File: src/rtl/iir_output_decimator.sv
// rtl/iir_output_decimator.sv - decimate, round/saturate and FIFO-buffer IIR filter output samples
// Optional saturated-sample counter enabled by defining IIR_OUT_SATCNT_EN.
module iir_output_decimator #(
    parameter int IN_W     = 64,
    parameter int IN_FRAC  = 52,
    parameter int OUT_W    = 16,
    parameter int OUT_FRAC = 15,
    parameter int DECIM_W  = 8,
    parameter int FIFO_AW  = 3
) (
    input  logic               clock,
    input  logic               reset,
    input  logic [IN_W-1:0]    Data_in,
    input  logic               in_valid,
    input  logic [DECIM_W-1:0] decim,
    output logic [OUT_W-1:0]   Data_out,
    output logic               out_valid,
    input  logic               out_ready,
    output logic [FIFO_AW:0]   fifo_level,
    output logic               overflow,
    input  logic               clear_ovf,
    output logic [15:0]        sat_count
);

    localparam int S     = IN_FRAC - OUT_FRAC;
    localparam int EXT_W = IN_W + 1;
    localparam int DEPTH = 1 << FIFO_AW;

    localparam logic [EXT_W-1:0]   HALF       = {{(EXT_W-1){1'b0}}, 1'b1} << (S - 1);
    localparam logic [FIFO_AW:0]   LEVEL_FULL = (FIFO_AW+1)'(DEPTH);
    localparam logic [OUT_W-1:0]   OUT_MAX    = {1'b0, {(OUT_W-1){1'b1}}};
    localparam logic [OUT_W-1:0]   OUT_MIN    = {1'b1, {(OUT_W-1){1'b0}}};
    localparam logic [DECIM_W-1:0] DECIM_ONE  = DECIM_W'(1);

    logic [DECIM_W-1:0] cnt;
    logic               keep;

    assign keep = in_valid && (cnt == '0);

    // A new decimation factor is only sampled when the counter reloads.
    always_ff @(posedge clock or negedge reset) begin
        if (!reset) begin
            cnt <= '0;
        end else if (in_valid) begin
            if (cnt == '0) begin
                cnt <= (decim > DECIM_ONE) ? (decim - DECIM_ONE) : '0;
            end else begin
                cnt <= cnt - DECIM_ONE;
            end
        end
    end

    logic signed [EXT_W-1:0] ext_in;
    logic signed [EXT_W-1:0] rounded;
    logic signed [EXT_W-1:0] shifted;
    logic                    pos_sat;
    logic                    neg_sat;
    logic [OUT_W-1:0]        quant;

    // One guard bit keeps the half-LSB add from wrapping near full scale.
    assign ext_in  = {Data_in[IN_W-1], Data_in};
    assign rounded = ext_in + $signed(HALF);
    assign shifted = rounded >>> S;

    assign pos_sat = !shifted[EXT_W-1] && (|shifted[EXT_W-2:OUT_W-1]);
    assign neg_sat =  shifted[EXT_W-1] && !(&shifted[EXT_W-2:OUT_W-1]);

    always_comb begin
        quant = shifted[OUT_W-1:0];
        if (pos_sat) begin
            quant = OUT_MAX;
        end else if (neg_sat) begin
            quant = OUT_MIN;
        end
    end

    logic             stg_valid;
    logic [OUT_W-1:0] stg_data;

    always_ff @(posedge clock or negedge reset) begin
        if (!reset) begin
            stg_valid <= 1'b0;
            stg_data  <= '0;
        end else begin
            stg_valid <= keep;
            if (keep) begin
                stg_data <= quant;
            end
        end
    end

    logic [OUT_W-1:0]   mem [DEPTH];
    logic [FIFO_AW-1:0] wr_ptr;
    logic [FIFO_AW-1:0] rd_ptr;
    logic [FIFO_AW:0]   level;
    logic               pop;
    logic               can_write;
    logic               push;
    logic               drop;

    assign pop       = (level != '0) && out_ready;
    assign can_write = (level != LEVEL_FULL) || pop;
    assign push      = stg_valid && can_write;
    assign drop      = stg_valid && !can_write;

    always_ff @(posedge clock) begin
        if (push) begin
            mem[wr_ptr] <= stg_data;
        end
    end

    always_ff @(posedge clock or negedge reset) begin
        if (!reset) begin
            wr_ptr <= '0;
            rd_ptr <= '0;
            level  <= '0;
        end else begin
            if (push) begin
                wr_ptr <= wr_ptr + 1'b1;
            end
            if (pop) begin
                rd_ptr <= rd_ptr + 1'b1;
            end
            case ({push, pop})
                2'b10:   level <= level + 1'b1;
                2'b01:   level <= level - 1'b1;
                default: level <= level;
            endcase
        end
    end

    // A drop in the same cycle as a clear leaves the flag set.
    always_ff @(posedge clock or negedge reset) begin
        if (!reset) begin
            overflow <= 1'b0;
        end else if (drop) begin
            overflow <= 1'b1;
        end else if (clear_ovf) begin
            overflow <= 1'b0;
        end
    end

`ifdef IIR_OUT_SATCNT_EN
    logic sat_inc;

    assign sat_inc = keep && (pos_sat || neg_sat);

    always_ff @(posedge clock or negedge reset) begin
        if (!reset) begin
            sat_count <= '0;
        end else if (clear_ovf) begin
            sat_count <= sat_inc ? 16'd1 : 16'd0;
        end else if (sat_inc && (sat_count != 16'hFFFF)) begin
            sat_count <= sat_count + 16'd1;
        end
    end
`else
    assign sat_count = '0;
`endif

    assign out_valid  = (level != '0);
    assign Data_out   = out_valid ? mem[rd_ptr] : '0;
    assign fifo_level = level;

endmodule
File: config.mk
export PLATFORM = sky130hd
export DESIGN_NAME = iir_output_decimator
export DESIGN_NICKNAME = d
export VERILOG_FILES = /design/src/rtl/iir_output_decimator.sv
export SDC_FILE = /design/constraint.sdc
export NUM_CORES = 1
export LEC_CHECK = 0
export CORE_ASPECT_RATIO = 1.4
export CORE_MARGIN = 3
export CORE_UTILIZATION = 49
export CTS_CLUSTER_SIZE = 12
export DETAILED_ROUTE_END_ITERATION = 6
export PLACE_DENSITY = 0.84
export SYNTH_ARGS = -nofsm -noshare
export SYNTH_HDL_FRONTEND = slang
export SYNTH_SLANG_ARGS = --single-unit
export TNS_END_PERCENT = 1
File: constraint.sdc
create_clock -name clock -period 2.7 [get_ports clock]
set_clock_uncertainty 0.1 [all_clocks]
set_input_delay 0.27 -clock clock [delete_from_list [all_inputs] [get_ports clock]]
set_output_delay 0.27 -clock clock [all_outputs]
set_load 0.01 [all_outputs]
Word level (Yosys, flattened, before mapping) --
Memories as Yosys holds them, arrays and structs flattened. Index checks and enable logic that the tools add are counted.
Storage, ports and cells: register bits after elaboration 36, latch bits 0, RAM bits 128, memory bits (read-only) 0, input bits 77, output and inout port bits 38, logic and storage cells 45, memories 1
Operators by class: add/subtract/negate cells 7, multipliers 0, divide/modulo/power cells 0, order comparisons 1, eq/ne operators 3, shift operators 0, multiplexer cells 10, bitwise logic cells 0, reduce and logical (&&, ||, !) cells 16
Memories:
- mem | depth 8, bits a word 16, read ports 1, clocked after Yosys merged registers in 0, write ports 1, RTL line 92 | logic [OUT_W-1:0] mem [DEPTH];
Operators by type and width (count):
- adder 64 x 38 -> 65 bit, second input constant | 1
- two-way mux 16 bit | 3
- two-way mux 8 bit | 2
- subtractor 8 x 1 -> 8 bit, second input constant | 2
- AND reduction 13 bit | 1
- OR reduction 13 bit | 1
- > comparator 8 x 1 -> 1 bit, second input constant | 1
- logical NOT 8 bit | 1
- case mux 4 bit (2 select lines) | 1
- adder 3 x 1 -> 3 bit, second input constant | 2
- logical AND 1 bit | 6
- adder 4 x 1 -> 4 bit, second input constant | 1
- two-way mux 1 bit | 4
- != test 4 bit, second input constant | 1
- nonzero test 2 bit | 2
- nonzero test 4 bit | 1
- subtractor 4 x 1 -> 4 bit, second input constant | 1
- logical NOT 1 bit | 3
- equality test 2 x 1 -> 1 bit, second input constant | 1
- equality test 2 bit, second input constant | 1
- logical OR 1 bit | 1

Longest topological paths before layout --
Gate-level depths: netlist of the first run.
depth in word-level cells 6, depth in mapped cells 11

Worst setup path after synthesis of the first run --
OpenSTA, ideal clock, no wires.
path type register -> register, from reg level[0], in the netlist fifo_level[0], to reg level[3], in the netlist fifo_level[3], setup time 0.128 ns, arrival time 2.652 ns, slack -0.180 ns, stages on the path, launching flop included 10, clock period less this slack 2.880 ns, path through dfrtp_1 nor4_1 nor2b_1 ha_1 ha_1 a21o_1 a21oi_1 xnor2_1 nor2_1 xor2_1
On the way: longest elaborated chain between the ends 6, elaborated cells between the ends (all ways) 11
RTL lines:
- from (decl) | RTL line 95 | logic [FIFO_AW:0] level;
- from (signal assigned) | RTL line 125 | 2'b10: level <= level + 1'b1;
- from (signal assigned) | RTL line 126 | 2'b01: level <= level - 1'b1;
- from (signal assigned) | RTL line 127 | default: level <= level;
- nonzero test 4 bit * | RTL line 101 | assign pop = (level != '0) && out_ready;
- logical AND 1 bit * | RTL line 101
- net pop | RTL line 96 | logic pop;
- logical OR 1 bit | RTL line 102 | assign can_write = (level != LEVEL_FULL) || pop;
- logical AND 1 bit | RTL line 103 | assign push = stg_valid && can_write;
- equality test 2 x 1 -> 1 bit / equality test 2 bit (equally long branches) | RTL line 124 | case ({push, pop})
- case mux 4 bit (2 select lines) / nonzero test 2 bit (equally long branches)
Mark *: on every way through the listed nets, which the timed path passes. The rest lies on a longest branch. A chain may end at the register's enable or synchronous reset.

Final worst setup path of the first run --
from reg rd_ptr[0], to out Data_out[8]
On the way: longest elaborated chain between the ends 2
RTL lines:
- from (decl) | RTL line 94 | logic [FIFO_AW-1:0] rd_ptr;
- from (signal assigned) | RTL line 122 | rd_ptr <= rd_ptr + 1'b1;
- memory (8 x 16 bit)
- two-way mux 16 bit | RTL line 162 | assign Data_out = out_valid ? mem[rd_ptr] : '0;
- to (decl) | RTL line 16 | output logic [OUT_W-1:0] Data_out,
No other way between the ends.

==> results of run 1 <==
state kept, by name, indices dropped and copies added (netlist names):
name / count
fifo_level: 4
stg_valid: 1
cnt: 8
wr_ptr: 3
rd_ptr: 3
mem: 128
stg_data: 16
overflow: 1
where the power goes:
| part | switching, mW | internal [mW] |
|---|---|---|
| Clock | 1.05 | 1.32 |
| Sequential | 0.329 | 3.06 |
| Combinational | 1.18 | 1.36 |
through the flow:
| stage | instances | setup slack [ns] |
|---|---|---|
| after detailed placement | 855 | -0.208 |
| after floorplan | 562 | 0.102 |
| after CTS | 888 | -0.0513 |
| after global routing | 888 | -0.0573 |
| after global placement | 855 | -0.159 |
| final | 888 | 0.0262 |
logic make-up after synthesis:
| family | share of synthesized area |
|---|---|
| compound gates | 0.0750 |
| xor+xnor | 0.0348 |
| fa+ha+maj | 0.0186 |
| buf+inv | 0.0366 |
| flops | 0.609 |
| mux | 0.116 |
| other cells | 0.000481 |
| simple gates | 0.110 |
cells in the mapped netlist, types with 3 or more instances:
library cell / instances / area share
o21ai_0: 11 / 0.0071
buf_4: 17 / 0.016
mux4_2: 32 / 0.092
a31oi_1: 5 / 0.0040
clkbuf_1: 10 / 0.0048
inv_1: 17 / 0.0082
buf_6: 3 / 0.0043
nor3_1: 9 / 0.0058
o21ai_1: 6 / 0.0039
xor2_1: 9 / 0.010
edfxtp_1: 128 / 0.49
a21oi_2: 11 / 0.012
nor2_1: 54 / 0.026
nor4_1: 5 / 0.0040
nand3_1: 10 / 0.0064
dfrtp_1: 36 / 0.12
ha_1: 10 / 0.016
a21oi_1: 12 / 0.0077
or4_1: 4 / 0.0039
and3_1: 5 / 0.0040
nand2b_1: 7 / 0.0056
buf_1: 5 / 0.0024
nand4_1: 10 / 0.0080
and2_1: 5 / 0.0040
o22ai_1: 3 / 0.0024
nand2_1: 27 / 0.013
mux2i_1: 17 / 0.022
nor4b_1: 4 / 0.0045
and4_1: 4 / 0.0045
o21ai_2: 11 / 0.012
xnor2_1: 22 / 0.025
worst paths after layout:
kind                            from           end  slack, ns  cells past startpoint
setup / recovery           rd_ptr[0]   Data_out[8]       0.03                      5
hold / removal             clear_ovf      overflow       0.32                      2
setup reg to reg              cnt[4]  stg_data[11]       0.17                      7
hold reg to reg            stg_valid      overflow       0.42                      2
max in group asynchronous      reset     rd_ptr[0]       1.56                      2
min in group asynchronous      reset        cnt[4]       0.38                      2
cell type report:
type	count	area, um2
inverter	18	67.6
tap	192	240
fill	1083	5560
clock buffer	17	425
sequential	164	4750
clock inverter	15	168
timing repair buffer	137	1250
multi-input combinational	345	2860
timing repair:
item                       in CTS  in global routing
hold buffers                    1                  0
hold endpoints to repair       36                  0
gates resized for setup         7                 13
setup endpoints to repair      12                 27
buffers inserted                0                  0
pin swaps                       0                  0
worst max-delay path, delay by kind of cell (launching register included):
family                 cells  cell delay [ns]
AND/OR/NAND/NOR            1             0.08
flip-flops                 1             0.42
multiplexers               2             0.67
buffers and inverters      2             0.71
metal layers:
metal,wire (um),vias to the layer above,track usage
li1,-,2341,-
met3,834,19,0.0405
met5,0,-,0
met2,9610,180,0.373
met1,6370,2486,0.232
met4,269,0,0.0790
==> flow_metrics.py, run 1 <==
metrics = {
    "outcome": {
        "status": "completed",
    },
    "layout": {
        "layout-drive-gt1-share": 0.263,
        "fin_util": 0.637,
        "design_area_um2": 9760,
        "n_antenna_cell": 0,
        "final_common_cell": "edfxtp_1",
        "final_cell_mix": "edfxtp_1 (128), buf_4 (70), nor2_1 (54), clkdlybuf4s50_1 (49), dfrtp_1 (34)",
        "num-nets-final": 771,
        "syn_to_final_growth_pct": 25.2,
    },
    "setup_path": {
        "slowest_delay_ns": 0.52,
        "path_class": "register to output pin",
        "slowest_stage": "mux4_2",
        "arrival_ns": 2.30,
        "critPathRequiredTime_ns": 2.33,
        "path_cells": "buf_12, mux4_2, mux2i_1, nor2_1, clkdlybuf4s50_1",
        "worstSetupEndpointType": "output pin",
        "crit_path_max_fanout": 18,
        "start_kind": "register",
    },
    "min_path": {
        "hp-class": "input port to register",
    },
    "drt": {
        "routedWlPerCell_um": 19.2,
        "ant_nets": 0,
        "dr.pass1.iters": 4,
        "drc": 0,
        "drt-initial-drc-count": 345,
        "avgViaCountPerCell": 5.66,
        "routed_wl_mm": 17.1,
        "vias": 5026,
    },
    "place": {
        "gp_congestion": 0.880,
        "io_buffer_count": 62,
        "hpwl_mm": 11.8,
        "place_area_um2": 9110,
    },
    "cts": {
        "cts_buffers": 17,
        "cts.clk_slew.worst_paths_ns": 0.07,
        "cts_buffer_depth": 2,
        "cts_tree": "yes",
        "root_buffer": "clkbuf_16",
        "cts_sinks": 164,
        "worstSkewPairLatency_ns": 0.43,
        "cts-htree-levels": 4,
    },
    "power": {
        "p_total_mw": 8.28,
        "p_per_area_nw_per_um2": 849,
        "p_leak_nw": 3.65,
        "vdd.ir_drop.worst_v": 0.000479,
    },
    "timing": {
        "finalSetupViolCount": 0,
        "fmax_mhz": 374,
        "finalCritPeriodShare": 0.990,
        "period_minus_slack_ns": 2.67,
        "fin_setup_tns_ns": 0,
        "relSlewSlack": 0.464,
        "final_max_slew_viol_count": 0,
        "worst_pin_slew_ns": 0.804,
        "whs_ns": 0.319,
        "final-hold-violation-count": 0,
        "rsz0062_at_grt": "true",
    },
    "synth": {
        "synthFlopType": "edfxtp_1",
        "yosysSeqAreaShare": 0.609,
        "syn_area_per_cell_um2": 14.2,
        "synth_area_um2": 7790,
        "yosysUniqueCellTypes": 60,
        "postSynthCellCount": 547,
        "async_flop_share": 0.220,
        "synth_edf_count": 128,
        "yosys_warnings": 0,
        "synth-seq-cells": 164,
    },
    "floorplan": {
        "io_pins": 115,
        "fp-row-count": 53,
        "die_x_um": 113,
        "core_area_um2": 15300,
        "die_y_um": 155,
        "initial_core_util": 0.509,
        "dieArea_um2": 17500,
    },
    "run": {
        "drv_cap": 0,
    },
    "global_route": {
        "grt_pass1_wl_mm": 27.5,
        "track_usage": 0.204,
        "grt_max_degree": 37,
        "grt_overflow_total": 0,
        "grt_pass1_vias": 5282,
        "antenna_found_initial": 0,
    },
}
(Power assumes the default switching activity.)
==> inputs of run 2 (changes only) <==
- SETUP_SLACK_MARGIN: unset -> 0.1
==> flow_metrics.py, run 2 (synthesis gave the netlist of run 1 again) <==
metrics = {
    "setup_path": {
        "start_kind": "register",
        "critPathRequiredTime_ns": 2.33,
        "worstSetupEndpointType": "output pin",
        "arrival_ns": 2.18,
        "r2r_cells": 7,
        "rrSetupSlack_ns": 0.25,
        "crit_path_max_fanout": 11,
        "path_class": "register to output pin",
    },
    "drt": {
        "wl_met3_um": 968,
        "drt-initial-drc-count": 384,
        "top_layer": "met4",
        "wl_met1_mm": 6.39,
        "routed_wl_mm": 17.5,
        "avgViaCountPerCell": 5.70,
        "drc": 0,
        "vias": 5118,
        "ant_nets": 0,
        "routedWlPerCell_um": 19.5,
        "dr.pass1.iters": 6,
        "routed-wl-met2_mm": 9.82,
    },
    "global_route": {
        "grt_max_degree": 37,
        "grt_overflow_total": 0,
        "grt_pass1_vias": 5280,
        "track_usage": 0.204,
        "antenna_found_initial": 0,
        "grt_pass1_wl_mm": 27.5,
    },
    "timing": {
        "rsz0062_at_grt": "false",
        "relSlewSlack": 0.471,
        "fmax_mhz": 392,
        "final_max_slew_viol_count": 0,
        "final-hold-violation-count": 0,
        "finalCritPeriodShare": 0.944,
        "period_minus_slack_ns": 2.55,
        "finalSetupViolCount": 0,
        "worst_pin_slew_ns": 0.793,
        "worst_slack_ns": 0.151,
    },
    "layout": {
        "final_common_cell": "edfxtp_1",
        "design_area_um2": 9880,
        "final_cell_mix": "edfxtp_1 (128), buf_4 (78), nor2_1 (54), clkdlybuf4s50_1 (45), dfrtp_1 (33)",
        "n_antenna_cell": 0,
        "top_regs": "mem (128), stg_data (16), cnt (8)",
        "num-nets-final": 781,
        "layout-drive-gt1-share": 0.288,
        "syn_to_final_growth_pct": 26.8,
        "regMostFlops": "mem",
        "largest_reg_flops": 128,
    },
    "min_path": {
        "hp-class": "input port to register",
        "min_path_cells": 2,
    },
    "cts": {
        "worstSkewPairLatency_ns": 0.43,
        "root_buffer": "clkbuf_16",
        "cts.clk_slew.worst_paths_ns": 0.07,
        "cts_tree": "yes",
        "cts_buffer_depth": 2,
        "cts_sinks": 164,
        "cts-htree-levels": 4,
        "cts_buffers": 17,
    },
    "place": {
        "hpwl_mm": 11.8,
        "gp_congestion": 0.880,
        "place_area_um2": 9110,
        "io_buffer_count": 62,
        "place_ws_ns": -0.208,
    },
    "floorplan": {
        "initial_core_util": 0.509,
        "dieArea_um2": 17500,
        "io_pins": 115,
        "fp-row-count": 53,
        "die_x_um": 113,
        "die_y_um": 155,
        "core_area_um2": 15300,
    },
    "power": {
        "p_leak_nw": 3.73,
        "p_per_area_nw_per_um2": 858,
        "vdd.ir_drop.worst_v": 0.000499,
    },
    "outcome": {
        "status": "completed",
    },
    "run": {
        "drv_cap": 0,
    },
}
## run 2: timing repair
action	CTS	global route
hold buffers	1	0
endpoints found under the hold margin	36	0
buffers inserted	0	10
pin swaps	0	0
gates cloned	0	0
setup endpoints to repair	16	27
gates resized for setup	9	32
## run 2: worst max-delay path, stage by stage (launching register included)
cell	delay, ns
dfrtp_2	0.42
buf_12	0.16
buf_4	0.12
mux4_2	0.51
mux2i_2	0.23
nor2_1	0.07
clkdlybuf4s15_1	0.24
## run 2: worst paths after layout
| path | end | start |
|---|---|---|
| setup / recovery | Data_out[11] | rd_ptr[0] |
| hold / removal | overflow | clear_ovf |
| setup reg to reg | stg_data[11] | cnt[4] |
| hold reg to reg | overflow | stg_valid |
| max in group asynchronous | fifo_level[1] | reset |
| min in group asynchronous | cnt[4] | reset |
## run 2: report_power, final
group / total [mW] / internal [mW] / switching, mW
Clock: 2.37 / 1.32 / 1.06
Combinational: 2.71 / 1.47 / 1.24
Sequential: 3.40 / 3.06 / 0.341
## run 2: routing by layer
layer  global-route usage  vias to the layer above
met5                    0                        -
li1                     -                     2366
met3               0.0405                       22
met4               0.0790                        0
met2                0.373                      199
met1                0.232                     2531
## run 2: through the flow
step	hold WS, ns	total power [mW]	cells	setup TNS, ns	util
final	0.318	8.49	898	0	0.645
after global routing	0.320	8.83	898	0	0.645
after CTS	0.304	8.32	888	-0.151	0.634
after detailed placement	0.293	5.98	855	-2.90	0.595
after global placement	0.272	5.83	855	-2.16	0.595
after floorplan	-0.126	4.86	562	0	-
## run 2: final cells by class
cell class                      count  area (um2)
Multi-Input combinational cell    345        2900
Fill cell                        1060        5430
Clock buffer                       17         425
Inverter                           18        67.6
Clock inverter                     15         168
Timing Repair Buffer              147        1340
Sequential cell                   164        4750
Tap cell                          192         240
